## src/rtl/free_list_queue_if.sv

```systemverilog
// Dispatch/retire bundle for the physical-register free list.
// master : dispatch/ROB side, drives alloc_en, retire_en, retire_tags, squash.
// slave  : free list, drives free_prs, free_cnt, alloc_ovf.
//   alloc_en     [WIDTH]       per-slot tag consume
//   retire_en    [WIDTH]       per-slot tag return at commit
//   retire_tags  [WIDTH*PR_W]  old tags being freed, slot i at [i*PR_W +: PR_W]
//   squash                     mispredict recovery
//   free_prs     [WIDTH*PR_W]  tag offered to each dispatch slot
//   free_cnt     [FCNT_W]      min(count, WIDTH)
//   alloc_ovf                  more enables than free tags
interface free_list_queue_if #(
   parameter int unsigned WIDTH = 3,
   parameter int unsigned PR_W  = 6
);
   localparam int unsigned FCNT_W = $clog2(WIDTH + 1);

   logic [WIDTH-1:0]      alloc_en;
   logic [WIDTH-1:0]      retire_en;
   logic [WIDTH*PR_W-1:0] retire_tags;
   logic                  squash;
   logic [WIDTH*PR_W-1:0] free_prs;
   logic [FCNT_W-1:0]     free_cnt;
   logic                  alloc_ovf;

   modport master (
      output alloc_en, retire_en, retire_tags, squash,
      input  free_prs, free_cnt, alloc_ovf
   );

   modport slave (
      input  alloc_en, retire_en, retire_tags, squash,
      output free_prs, free_cnt, alloc_ovf
   );
endinterface

```

## src/rtl/free_list_queue.sv

```systemverilog
// Circular FIFO of free physical-register tags. Offers tags to dispatch
// combinationally, pops them at the clock edge, and takes back old tags at
// retirement. A squash snaps head to tail so every speculatively allocated
// tag becomes free again in one cycle.
// Ports:
//   clock    rising-edge clock
//   reset_n  asynchronous active-low reset
//   fl       free_list_queue_if slave (alloc/retire/squash in, offer out)
module free_list_queue #(
   parameter int unsigned N_PR   = 64,
   parameter int unsigned N_ARCH = 32,
   parameter int unsigned WIDTH  = 3,
   parameter int unsigned PR_W   = $clog2(N_PR)
) (
   input logic               clock,
   input logic               reset_n,
   free_list_queue_if.slave  fl
);
   localparam int unsigned DEPTH  = N_PR - N_ARCH;
   localparam int unsigned PTR_W  = $clog2(DEPTH);
   localparam int unsigned CNT_W  = $clog2(DEPTH + 1);
   localparam int unsigned IDX_W  = $clog2(WIDTH + 1);
   localparam int unsigned FCNT_W = $clog2(WIDTH + 1);

   logic [PR_W-1:0]  mem_q [DEPTH];
   logic [PR_W-1:0]  mem_d [DEPTH];
   logic [PTR_W-1:0] head_q, head_d;
   logic [PTR_W-1:0] tail_q, tail_d;
   logic [CNT_W-1:0] count_q, count_d;

   logic [IDX_W-1:0] n_alloc;
   logic [IDX_W-1:0] n_pop;
   logic [IDX_W-1:0] n_push;

   // Offer: each slot sees the tag at head plus the number of enabled slots
   // below it, so enabled slots get consecutive tags in slot order.
   always_comb begin
      logic [IDX_W-1:0] acc;
      acc         = '0;
      fl.free_prs = '0;
      for (int unsigned i = 0; i < WIDTH; i++) begin
         fl.free_prs[i*PR_W +: PR_W] = mem_q[head_q + PTR_W'(acc)];
         acc = acc + IDX_W'(fl.alloc_en[i]);
      end
      n_alloc = acc;
   end

   always_comb begin
      fl.alloc_ovf = CNT_W'(n_alloc) > count_q;
      fl.free_cnt  = (count_q >= CNT_W'(WIDTH)) ? FCNT_W'(WIDTH) : FCNT_W'(count_q);
      // Excess enables are dropped; squash ignores allocation entirely.
      if (fl.squash) begin
         n_pop = '0;
      end else if (fl.alloc_ovf) begin
         n_pop = IDX_W'(count_q);
      end else begin
         n_pop = n_alloc;
      end
   end

   // Retire: compact the enabled tags and write them from tail upward.
   always_comb begin
      logic [IDX_W-1:0] acc;
      acc   = '0;
      mem_d = mem_q;
      for (int unsigned j = 0; j < WIDTH; j++) begin
         if (fl.retire_en[j]) begin
            mem_d[tail_q + PTR_W'(acc)] = fl.retire_tags[j*PR_W +: PR_W];
            acc = acc + IDX_W'(1);
         end
      end
      n_push = acc;
   end

   always_comb begin
      tail_d = tail_q + PTR_W'(n_push);
      if (fl.squash) begin
         // The slots between tail and head still hold the in-flight tags in
         // allocation order, so the whole ring becomes free again.
         head_d  = tail_d;
         count_d = CNT_W'(DEPTH);
      end else begin
         head_d  = head_q + PTR_W'(n_pop);
         count_d = count_q - CNT_W'(n_pop) + CNT_W'(n_push);
      end
   end

   always_ff @(posedge clock or negedge reset_n) begin
      if (!reset_n) begin
         for (int unsigned i = 0; i < DEPTH; i++) begin
            mem_q[i] <= PR_W'(N_ARCH + i);
         end
         head_q  <= '0;
         tail_q  <= '0;
         count_q <= CNT_W'(DEPTH);
      end else begin
         mem_q   <= mem_d;
         head_q  <= head_d;
         tail_q  <= tail_d;
         count_q <= count_d;
      end
   end
endmodule
```

## src/flat_wrapper.sv

```systemverilog
// flat-port wrapper written by rule: the top's interface ports become plain ports
module free_list_queue_flat 
#(
   parameter int unsigned N_PR   = 64,
   parameter int unsigned N_ARCH = 32,
   parameter int unsigned WIDTH  = 3,
   parameter int unsigned PR_W   = $clog2(N_PR)
)
  (clock, reset_n, fl_alloc_en, fl_retire_en, fl_retire_tags, fl_squash, fl_free_prs, fl_free_cnt, fl_alloc_ovf);
  free_list_queue_if #(.WIDTH(WIDTH), .PR_W(PR_W)) fl_i ();
  input logic clock;
  input logic reset_n;
  input wire logic [$bits(fl_i.alloc_en)-1:0] fl_alloc_en;
  input wire logic [$bits(fl_i.retire_en)-1:0] fl_retire_en;
  input wire logic [$bits(fl_i.retire_tags)-1:0] fl_retire_tags;
  input wire logic [$bits(fl_i.squash)-1:0] fl_squash;
  output wire logic [$bits(fl_i.free_prs)-1:0] fl_free_prs;
  output wire logic [$bits(fl_i.free_cnt)-1:0] fl_free_cnt;
  output wire logic [$bits(fl_i.alloc_ovf)-1:0] fl_alloc_ovf;
  assign fl_i.alloc_en = fl_alloc_en;
  assign fl_i.retire_en = fl_retire_en;
  assign fl_i.retire_tags = fl_retire_tags;
  assign fl_i.squash = fl_squash;
  assign fl_free_prs = fl_i.free_prs;
  assign fl_free_cnt = fl_i.free_cnt;
  assign fl_alloc_ovf = fl_i.alloc_ovf;
  free_list_queue #(.N_PR(N_PR), .N_ARCH(N_ARCH), .WIDTH(WIDTH), .PR_W(PR_W)) u_core (.clock(clock), .reset_n(reset_n), .fl(fl_i));
endmodule
```

## config.mk

```make
export PLATFORM = sky130hd
export DESIGN_NAME = free_list_queue_flat
export DESIGN_NICKNAME = d
export VERILOG_FILES = /design/src/rtl/free_list_queue_if.sv /design/src/rtl/free_list_queue.sv /design/src/flat_wrapper.sv
export SDC_FILE = /design/constraint.sdc
export NUM_CORES = 1
export LEC_CHECK = 0
export ABC_CLOCK_PERIOD_IN_PS = 7250
export CELL_PAD_IN_SITES_DETAIL_PLACEMENT = 1
export CELL_PAD_IN_SITES_GLOBAL_PLACEMENT = 1
export CORE_ASPECT_RATIO = 1.2
export CORE_MARGIN = 2
export CORE_UTILIZATION = 51
export DETAILED_ROUTE_END_ITERATION = 6
export PLACE_DENSITY = 0.89
export RECOVER_POWER = 100
export SETUP_SLACK_MARGIN = 0.2
export SLEW_MARGIN = 40
export SYNTH_ARGS = -nofsm -noshare
export SYNTH_HDL_FRONTEND = slang
export SYNTH_SLANG_ARGS = --single-unit
```

## constraint.sdc

```tcl
create_clock -name clock -period 7.25 [get_ports clock]
set_input_delay 2.175 -clock clock [delete_from_list [all_inputs] [get_ports clock]]
set_output_delay 2.175 -clock clock [all_outputs]
set_load 0.02 [all_outputs]
```

==> impl_metrics.tcl <==
set metrics [dict create \
    antenna_found_initial 1 \
    seqCellArea_um2 5350 \
    cp.required_ps 5080 \
    cts_buffers 25 \
    start_util_pct 51.6 \
    synthMuxAreaShare_pct 30.2 \
    die_x_um 178 \
    vias 18296 \
    vias_per_cell 7.91 \
    synth_warnings 0 \
    synthToLayoutAreaGrowth_pct 11.8 \
    grt_max_degree 112 \
    cp.buffers_inverters 6 \
    yosys_most_used_dff "dfstp_2" \
    crit_top_cell "buf_4" \
    cts_num_sinks 208 \
    mostFrequentLayoutCells "267 x mux2i_1, 207 x a21oi_1, 198 x a22o_1" \
    power_per_cell_area_nw_per_um2 620 \
    p_clk_share_pct 10.1 \
    root_buffer "clkbuf_16" \
    switching_share_pct 48.7 \
    vdd_drop_max_v 0.000427 \
    wirelength_mm 86.7 \
    drive_gt1_share_pct 28.4 \
    grt_use_total_pct 45.9 \
    syn_inst 1816 \
    syn-cell-area_um2 18500 \
    critical_path_class "primary input to output pin" \
    clock_latency_ps 570 \
    placed_area_um2 19800 \
    nets 1885 \
    p_seq_share_pct 24.0 \
    ys_seq_area_share_pct 28.9 \
    grt_pass1_vias 18557 \
    status "finished, violations left" \
    hp-class "flop to flop" \
    fin_area_um2 20700 \
    dieHeight_um 213 \
    period_share_pct 96.2 \
    grt_pass1_wl_mm 125 \
    fill_cells 3854 \
    synth.ff_latch_count 208 \
    fin_worst_skew_ps 31.1 \
    top_layer "met4" \
    synth_fp_nets 1877 \
    dr_wl_met3_mm 9.25 \
    worst-slew-pin-transition_ps 2990 \
    utilization_pct 57.7 \
    port_buffers 47 \
    synth-simple-area-share_pct 7.98 \
    final-hold-violation-count 0 \
    gp_congestion 1.09 \
    drt_iter0_drc 2387 \
    critPathSlowestCell "ha_1" \
    slowest_delay_ps 420 \
    p_leak_nw 8.54 \
    gr-total-overflow 0 \
    switching_power_mw 6.25 \
    dieArea_um2 37800 \
    setup_viol 0 \
    pin_count 48 \
    path_cells "clkbuf_2, buf_4, ha_4, ha_1, buf_6, clkbuf_1, mux4_2, and2_1, a211oi_1, a211oi_2, buf_4, dlygate4sd2_1" \
    wl_met2_mm 38.1 \
    end_kind "output pin" \
    cap_violations 6 \
    synth_top_family_by_area "multiplexers" \
    rsz0062_at_grt "no" \
    pwr-share-comb_pct 65.8 \
    synth_edf_count 0 \
    drtAntennaViolNets 0 \
    cpLargestDelayFamily "buffers and inverters" \
    core_area_um2 35800 \
    async_flop_share_pct 100 \
    clkTransAtPathRegs_ps 60 \
    wire_per_inst_um 37.5 \
    slew_headroom_pct -99.6 \
    h-tree-depth 1 \
    internal-power_mw 6.59 \
    cts_tree "done" \
    start_kind "primary input" \
    drt_drc_violations_left 1 \
    synth_compound_area_share_pct 24.0 \
    multiInputGateArea_um2 12300 \
    drt_first_pass_iters 7 \
    cts_buffer_depth 3 \
    crit_arrival_ps 4800 \
    slew_violations 173 \
    synth.distinct_cells 82 \
    period_needed_ps 6980 \
    row_count 76 \
    critPathMaxFanout 12 \
    routedLengthMet1_mm 29.7 \
    synth_fa_ha_area_share_pct 2.58 \
    syn_avg_cell_area_um2 10.2 \
    cts_hold_buf 0 \
    layout_commonest_cell "mux2i_1" \
    place_hpwl_mm 59.9 \
    max_freq_ghz 0.143 \
    synthXorXnorAreaFrac_pct 0.906 \
    violations "DRC, capacitance limit, slew limit" \
]
[metrics by stage]
stage          power, mW  worst slack, ps  cells  setup TNS (ps)  hold slack (ps)
6_report            12.8              274   2312               0              700
5_1_grt             13.2              179   2311               0              754
4_1_cts             12.4              210   2309               0              687
3_5_place_dp        11.0             -384   2258           -3380              655
3_3_place_gp        10.6             -377   2254           -3320              615
2_1_floorplan       7.83              422   1816               0              607
[logic make-up after synthesis]
kind of cell    count (synthesis)
mux                           400
flops                         208
compound gates                681
xor+xnor                       17
fa+ha+maj                      34
buf+inv                       212
simple gates                  264
[worst register-to-register path: stages, from the launching register on]
cell and delay, ps:
dfrtp_1 630, ha_1 390, fa_1 510, xor2_1 460, nand2_1 380, nor3_1 1290
a21oi_1 130, a22o_1 280
[synth_stat cells (all sizes together) (2+ instances only)]
cell type	number	share of area, %
mux2i	271	15
a21oi	208	5.6
o21ai	201	5.4
a22o	199	9.4
mux4	126	15
dfstp	113	16
nor2	111	2.5
buf	96	3.1
clkbuf	96	2.0
dfrtp	95	13
nand2	48	1.1
ha	27	1.8
nand3	22	0.59
nor3	22	1.2
a22oi	20	0.84
inv	20	0.41
a211oi	12	0.49
and2	12	0.42
nand2b	9	0.30
xnor2	9	0.53
nor2b	8	0.27
xor2	8	0.38
a221oi	7	0.37
fa	7	0.76
nand3b	6	0.31
o22ai	6	0.20
a32oi	4	0.27
nand4b	4	0.26
o221ai	4	0.19
a21o	3	0.13
a32o	3	0.16
mux2	3	0.18
nor4bb	3	0.16
and3	2	0.068
and3b	2	0.095
nand4	2	0.10
nor4b	2	0.13
o31ai	2	0.081
or2	2	0.068
or3	2	0.068
[registers in the layout (all words and copies together), names as in the netlist]
name / count
u_core.tail_q: 5
u_core.head_q: 5
u_core.mem_q: 192
u_core.count_q: 6
[cell type report]
class	instances	share of cell area [%]
inverters	20	0.363
repair buffers	173	7.53
flip-flops and latches	208	25.9
well taps	468	2.83
diodes	1	0.0121
multi-input cells	1396	59.5
clock buffers	33	3.41
clock inverters	13	0.550
[power groups by stage]
stage / Clock (mW) / Sequential, mW / Combinational [mW]
after CTS: 1.29 / 2.98 / 8.16
after global placement: 0 / 2.97 / 7.65
after floorplan: 0 / 2.38 / 5.44
after detailed placement: 0 / 2.99 / 7.97
after global routing: 1.33 / 3.04 / 8.86
final: 1.30 / 3.08 / 8.45
[layer usage]
metal,vias up,GRT usage [%]
met5,-,0
met4,0,38.7
met3,515,13.5
met2,1504,69.8
met1,9192,53.2
li1,7085,-
[worst paths after layout]
| kind | depth (start not counted) | startpoint | to | slack (ps) |
|---|---|---|---|---|
| max | 12 | fl_alloc_en[0] | fl_free_prs[10] | 270 |
| min in group asynchronous | 1 | reset_n | u_core.mem_q[139]$_DFF_PN0_ | 2500 |
| min reg2reg | 2 | u_core.head_q[2]$_DFF_PN0_ | u_core.head_q[2]$_DFF_PN0_ | 700 |
| min | 2 | u_core.head_q[2]$_DFF_PN0_ | u_core.head_q[2]$_DFF_PN0_ | 700 |
| max reg2reg | 7 | u_core.tail_q[0]$_DFF_PN0_ | u_core.mem_q[19]$_DFF_PN0_ | 3040 |
| max in group asynchronous | 1 | reset_n | u_core.head_q[4]$_DFF_PN0_ | 2700 |
[repair_timing]
action	in CTS	in global routing
gates resized for setup	53	20
pin swaps	8	5
cloned	2	1
endpoints found under the setup margin	12	11
buffers inserted	3	1
(Power assumes the default switching activity.)
